$ cat src/rtl/pipeline_control.sv
// Pipeline control: ID decode, load-use hazard detection and the ID/EX,
// EX/MEM and MEM/WB control registers with flush squashing.
module pipeline_control #(
  parameter int OPW = 6,
  parameter int FNW = 6,
  parameter int RAW = 5,
  parameter int AOW = 2
) (
  input  logic           clk,
  input  logic           rst_n,
  input  logic [OPW-1:0] id_opcode,
  input  logic [FNW-1:0] id_funct,
  input  logic [RAW-1:0] id_rs,
  input  logic [RAW-1:0] id_rt,
  input  logic           flush,
  output logic           ex_regdst,
  output logic           ex_alusrc,
  output logic [AOW-1:0] ex_aluop,
  output logic [RAW-1:0] ex_rt,
  output logic           ex_illegal,
  output logic [1:0]     mem_read,
  output logic [1:0]     mem_write,
  output logic [1:0]     mem_branch,
  output logic [1:0]     mem_jump,
  output logic           mem_link,
  output logic           wb_regwrite,
  output logic           wb_memtoreg,
  output logic           wb_link,
  output logic           hazard_stall
);

  localparam logic [OPW-1:0] OP_RTYPE = OPW'(6'b000000);
  localparam logic [OPW-1:0] OP_LW    = OPW'(6'b100011);
  localparam logic [OPW-1:0] OP_LB    = OPW'(6'b100000);
  localparam logic [OPW-1:0] OP_LH    = OPW'(6'b100001);
  localparam logic [OPW-1:0] OP_SW    = OPW'(6'b101011);
  localparam logic [OPW-1:0] OP_SB    = OPW'(6'b101000);
  localparam logic [OPW-1:0] OP_SH    = OPW'(6'b101001);
  localparam logic [OPW-1:0] OP_ANDI  = OPW'(6'b001100);
  localparam logic [OPW-1:0] OP_ORI   = OPW'(6'b001101);
  localparam logic [OPW-1:0] OP_LUI   = OPW'(6'b001111);
  localparam logic [OPW-1:0] OP_BEQ   = OPW'(6'b000100);
  localparam logic [OPW-1:0] OP_BNE   = OPW'(6'b000101);
  localparam logic [OPW-1:0] OP_BGEZ  = OPW'(6'b000001);
  localparam logic [OPW-1:0] OP_J     = OPW'(6'b000010);
  localparam logic [OPW-1:0] OP_JAL   = OPW'(6'b000011);
  localparam logic [FNW-1:0] FN_JR    = FNW'(6'b001000);

  typedef struct packed {
    logic           regdst;
    logic           alusrc;
    logic [AOW-1:0] aluop;
    logic           illegal;
    logic [1:0]     rd;
    logic [1:0]     wr;
    logic [1:0]     br;
    logic [1:0]     jp;
    logic           lk;
    logic           rw;
    logic           m2r;
    logic [RAW-1:0] rt;
  } idex_t;

  typedef struct packed {
    logic [1:0] rd;
    logic [1:0] wr;
    logic [1:0] br;
    logic [1:0] jp;
    logic       lk;
    logic       rw;
    logic       m2r;
  } exmem_t;

  typedef struct packed {
    logic rw;
    logic m2r;
    logic lk;
  } memwb_t;

  idex_t  dec, idex_d, idex_q;
  exmem_t exmem_d, exmem_q;
  memwb_t memwb_d, memwb_q;

  always_comb begin
    dec = '0;
    case (id_opcode)
      OP_RTYPE: begin
        if (id_funct == FN_JR) begin
          dec.jp = 2'b11;
        end else begin
          dec.regdst = 1'b1;
          dec.rw     = 1'b1;
        end
      end
      OP_LW, OP_LB, OP_LH: begin
        dec.alusrc = 1'b1;
        dec.aluop  = AOW'(2'b01);
        dec.rw     = 1'b1;
        dec.m2r    = 1'b1;
        dec.rd     = (id_opcode == OP_LB) ? 2'b10 : (id_opcode == OP_LH) ? 2'b11 : 2'b01;
      end
      OP_SW, OP_SB, OP_SH: begin
        dec.alusrc = 1'b1;
        dec.aluop  = AOW'(2'b01);
        dec.wr     = (id_opcode == OP_SB) ? 2'b10 : (id_opcode == OP_SH) ? 2'b11 : 2'b01;
      end
      OP_ANDI, OP_ORI: begin
        dec.alusrc = 1'b1;
        dec.aluop  = AOW'(2'b11);
        dec.rw     = 1'b1;
      end
      OP_LUI: begin
        dec.alusrc = 1'b1;
        dec.aluop  = AOW'(2'b01);
        dec.rw     = 1'b1;
      end
      OP_BEQ, OP_BNE, OP_BGEZ: begin
        dec.aluop = AOW'(2'b10);
        dec.br    = (id_opcode == OP_BNE) ? 2'b10 : (id_opcode == OP_BGEZ) ? 2'b11 : 2'b01;
      end
      OP_J:    dec.jp = 2'b01;
      OP_JAL: begin
        dec.jp = 2'b10;
        dec.lk = 1'b1;
        dec.rw = 1'b1;
      end
      default: dec.illegal = 1'b1;
    endcase
    // an illegal opcode is a bubble, so it carries no destination register
    if (!dec.illegal) dec.rt = id_rt;
  end

  always_comb begin
    hazard_stall = (idex_q.rd != 2'b00) && (idex_q.rt != '0) &&
                   ((idex_q.rt == id_rs) || (idex_q.rt == id_rt));
  end

  always_comb begin
    idex_d = (flush || hazard_stall) ? '0 : dec;

    exmem_d = '0;
    if (!flush) begin
      exmem_d.rd  = idex_q.rd;
      exmem_d.wr  = idex_q.wr;
      exmem_d.br  = idex_q.br;
      exmem_d.jp  = idex_q.jp;
      exmem_d.lk  = idex_q.lk;
      exmem_d.rw  = idex_q.rw;
      exmem_d.m2r = idex_q.m2r;
    end

    memwb_d.rw  = exmem_q.rw;
    memwb_d.m2r = exmem_q.m2r;
    memwb_d.lk  = exmem_q.lk;
  end

  always_ff @(posedge clk) begin
    if (!rst_n) begin
      idex_q  <= '0;
      exmem_q <= '0;
      memwb_q <= '0;
    end else begin
      idex_q  <= idex_d;
      exmem_q <= exmem_d;
      memwb_q <= memwb_d;
    end
  end

  assign ex_regdst   = idex_q.regdst;
  assign ex_alusrc   = idex_q.alusrc;
  assign ex_aluop    = idex_q.aluop;
  assign ex_rt       = idex_q.rt;
  assign ex_illegal  = idex_q.illegal;
  assign mem_read    = exmem_q.rd;
  assign mem_write   = exmem_q.wr;
  assign mem_branch  = exmem_q.br;
  assign mem_jump    = exmem_q.jp;
  assign mem_link    = exmem_q.lk;
  assign wb_regwrite = memwb_q.rw;
  assign wb_memtoreg = memwb_q.m2r;
  assign wb_link     = memwb_q.lk;

endmodule

$ cat config.mk
export PLATFORM = sky130hd
export DESIGN_NAME = pipeline_control
export DESIGN_NICKNAME = d
export VERILOG_FILES = /design/src/rtl/pipeline_control.sv
export SDC_FILE = /design/constraint.sdc
export NUM_CORES = 1
export LEC_CHECK = 0
export BUFFER_PORTS_ARGS = -buffer_cell sky130_fd_sc_hd__buf_2
export CELL_PAD_IN_SITES_DETAIL_PLACEMENT = 0
export CELL_PAD_IN_SITES_GLOBAL_PLACEMENT = 1
export CORE_AREA = 2 2 70 72
export CTS_CLUSTER_DIAMETER = 60
export DETAILED_ROUTE_END_ITERATION = 10
export DIE_AREA = 0 0 72 74
export PLACE_DENSITY = 0.75
export REMOVE_ABC_BUFFERS = 1
export SLEW_MARGIN = 15
export SYNTH_ARGS = -nofsm -noshare
export SYNTH_HDL_FRONTEND = slang
export SYNTH_SLANG_ARGS = --single-unit
export TNS_END_PERCENT = 30
$ cat constraint.sdc
create_clock -name clk -period 1.4 [get_ports clk]
set_input_delay 0.07 -clock clk [delete_from_list [all_inputs] [get_ports clk]]
set_output_delay 0.07 -clock clk [all_outputs]
set_load 0.02 [all_outputs]
==> run summary <==
Status: finished, violations left
Violated checks: setup timing
Worst Path Arrival: 1.62 ns
Post-synth cell types: 26
Number of global-route vias before repair: 1024
Drt initial violations: 25
Die area: 5328 um^2
Hold EP: ex_rt[0]
Reg-to-reg critical path startpoint: ex_rt[1]
GRT Residual Overflow: 0
Sequential power share: 0.511
Worst Clk Skew: 0.003350 ns
Kind of critical path: flop to primary output
Final core utilization: 0.4365
Placer Congestion: 0.8255
H-tree depth: 2
Antenna-violating nets left: 0
Design area: 2007 um^2
Post-Syn Area: 1469 um^2
Crit-path cells: or4_4 > o22ai_4 > a21oi_4 > buf_12 > buf_6
Layout area overhead: 36.63%
Crit Path Max Fanout: 3
Min setup slack post-route: -0.2894 ns
Reg2Reg Setup Slack: -0.29 ns
CTS tree: yes
DP HPWL: 2120 um
Worst Tran Pin Value: 0.6073 ns
Period utilization: 1.207
Synth Instances: 153
Yosys warns: 0
Detailed-route DRC error count: 0
Crit path required time: 1.33 ns
Leak Pwr: 0.8395 nW
Clock slew at reported path FFs: 0.06 ns
First-pass GRT wire length: 4933 um
Max frequency: 591.9 MHz
Maximum vdd drop: 0.0003571 V
Synth top area cells: dfxtp_1 (48%), buf_4 (7.7%), and2_1 (6.0%)
Worst Setup End Kind: primary output
N_diodes: 0
Fillers: 450
Clk_lat worst skew: 0.28 ns
Clk root buf: clkbuf_8
Clk buf depth: 2
Switching Power: 0.4455 mW
PortBufs: 47
Most frequent cells in the layout: buf_2 (46), dfxtp_1 (33), and2_1 (14), nand2_1 (13), nor3_1 (9)
Flop and latch count out of synthesis: 35
Startpoint Class: flop
Hold Crit Start: id_rt[0]
Via/cell ratio: 4.498
Post-synth top area share: 0.4770
Total number of vias: 1138
Initial Util: 0.3195
Final hold viol count: 0
Row cnt: 25
Worst slew margin: 0.5951
Net Sw Frac: 0.2253
Clock Power Share: 0.394
Logic gate share of total power: 0.096
RSZ-0062 raised after global routing: true
Place WS: -0.1613 ns
Die X-Extent: 72 um
Setup Viol. Count Final: 22
DRT Pass-1 Iters: 4
Initial antenna violation count: 0
Worst hold stages: 3
CP max stage delay: 0.55 ns
Share of layout cells above drive strength 1: 0.4472
Die height: 74 um
DR WL/cell: 12.48 um
R2R Path End: ex_aluop[0]
Clock Sinks: 35
Nets: 223
Period minus WS final: 1.689 ns
Power Density: 985.5 nW/um^2
Io pins: 48
Post-CTS Hold Fix Bufs: 0
Critical-path top delay cell: or4_4
Commonest non-fill, non-tap cell in the layout: buf_2
Fin. max-slew vios: 0
Total GRT Usage: 0.1231
Number of buffers created by CTS: 5
Seq/Total Area, Yosys: 0.4770
Core area: 4598 um^2
Max Cap Viol: 0
Int Pwr: 1.532 mW
Worst hold path class: primary input to flop
Post-DP Area: 1695 um^2
R2R cell count: 6
Most area-hungry cell type in the Yosys netlist: dfxtp_1
Syn avg cell area: 9.601 um^2
Routed WL: 3157 um
Largest net degree at the start of global routing: 18
power groups by stage:
| stage | combinational, mW | sequential [mW] | clock [mW] |
|---|---|---|---|
| after global placement | 0.171 | 1.03 | 0 |
| after global routing | 0.210 | 1.01 | 0.843 |
| after floorplan | 0.0740 | 1.04 | 0 |
| after detailed placement | 0.170 | 1.03 | 0 |
| final | 0.189 | 1.01 | 0.779 |
| after CTS | 0.177 | 1.01 | 0.789 |
metal layers:
metal | vias to the layer above | share of wire | GRT usage
li1 | 581 | - | -
met1 | 516 | 0.45 | 0.1594
met2 | 37 | 0.48 | 0.1852
met3 | 4 | 0.052 | 0.04336
met4 | 0 | 0.018 | 0.05660
met5 | - | 0 | 0
kinds of logic after synthesis:
family | synth area share
flops | 0.4770
buf+inv | 0.1039
simple gates | 0.3186
xor+xnor | 0.06559
compound gates | 0.03492
metrics by stage:
stage	hold slack, ns	setup TNS, ns	cells	total power, mW
floorplan	0.1410	-13.64	131	1.114
global placement	0.3175	-1.268	240	1.202
detailed placement	0.3214	-1.727	240	1.201
CTS	0.01401	-4.064	250	1.976
global route	0.03471	-6.138	253	2.063
finish	0.02447	-4.532	253	1.978
worst max path at each step:
| stage | from | to | slack (ns) | cells after the start |
|---|---|---|---|---|
| after floorplan | ex_rt[0] | ex_aluop[1] | -0.64 | 5 |
| after global placement | ex_rt[1] | ex_aluop[0] | -0.12 | 5 |
| after detailed placement | ex_rt[1] | ex_alusrc | -0.16 | 5 |
| after CTS | ex_rt[1] | hazard_stall | -0.26 | 7 |
| after global routing | ex_rt[1] | ex_aluop[0] | -0.37 | 6 |
| final | ex_rt[1] | hazard_stall | -0.29 | 5 |
synthesized netlist by cell type:
cell / number
a21oi_1: 3
a21oi_2: 1
and2_1: 14
buf_2: 2
buf_4: 15
buf_6: 1
clkbuf_1: 4
dfxtp_1: 35
inv_1: 1
nand2_1: 13
nand2b_1: 3
nand3_1: 5
nand3b_1: 2
nor2_1: 7
nor2b_1: 4
nor3_1: 17
nor3b_1: 1
nor4_2: 2
nor4_4: 3
nor4b_1: 3
o21ai_0: 3
o22ai_2: 1
or3_1: 1
or4_1: 1
xnor2_1: 5
xor2_1: 6
state kept, by name, summed over array words and instances, names as in the netlist, 2 cells and up:
signal and count:
ex_rt 5, mem_write 2, mem_read 2, mem_branch 2
mem_jump 2, exmem_q 2, ex_aluop 2, idex_q 11
area by class of cell:
type                       count  area [um^2]  area share
multi-input combinational     95        723.2      0.3604
timing repair buffer          60        409.1      0.2039
sequential                    35        703.2      0.3504
tap                           54        67.56     0.03367
inverter                       1        3.754    0.001870
clock buffer                   8        100.1     0.04988
worst max-delay path: cells and delay by family, from the launching register on:
kind,cells,cell delay (ns)
buffers and inverters,2,0.25
AO/OA/AOI/OAI,2,0.20
flip-flops,1,0.33
AND/OR/NAND/NOR,1,0.55
repair_timing:
action	4_1_cts	5_1_grt
buffers inserted	1	2
pin swaps	6	5
cloned	1	1
gates resized for setup	16	12
setup endpoints to repair	22	22
No activity file was read; power rests on OpenSTA's default activity.
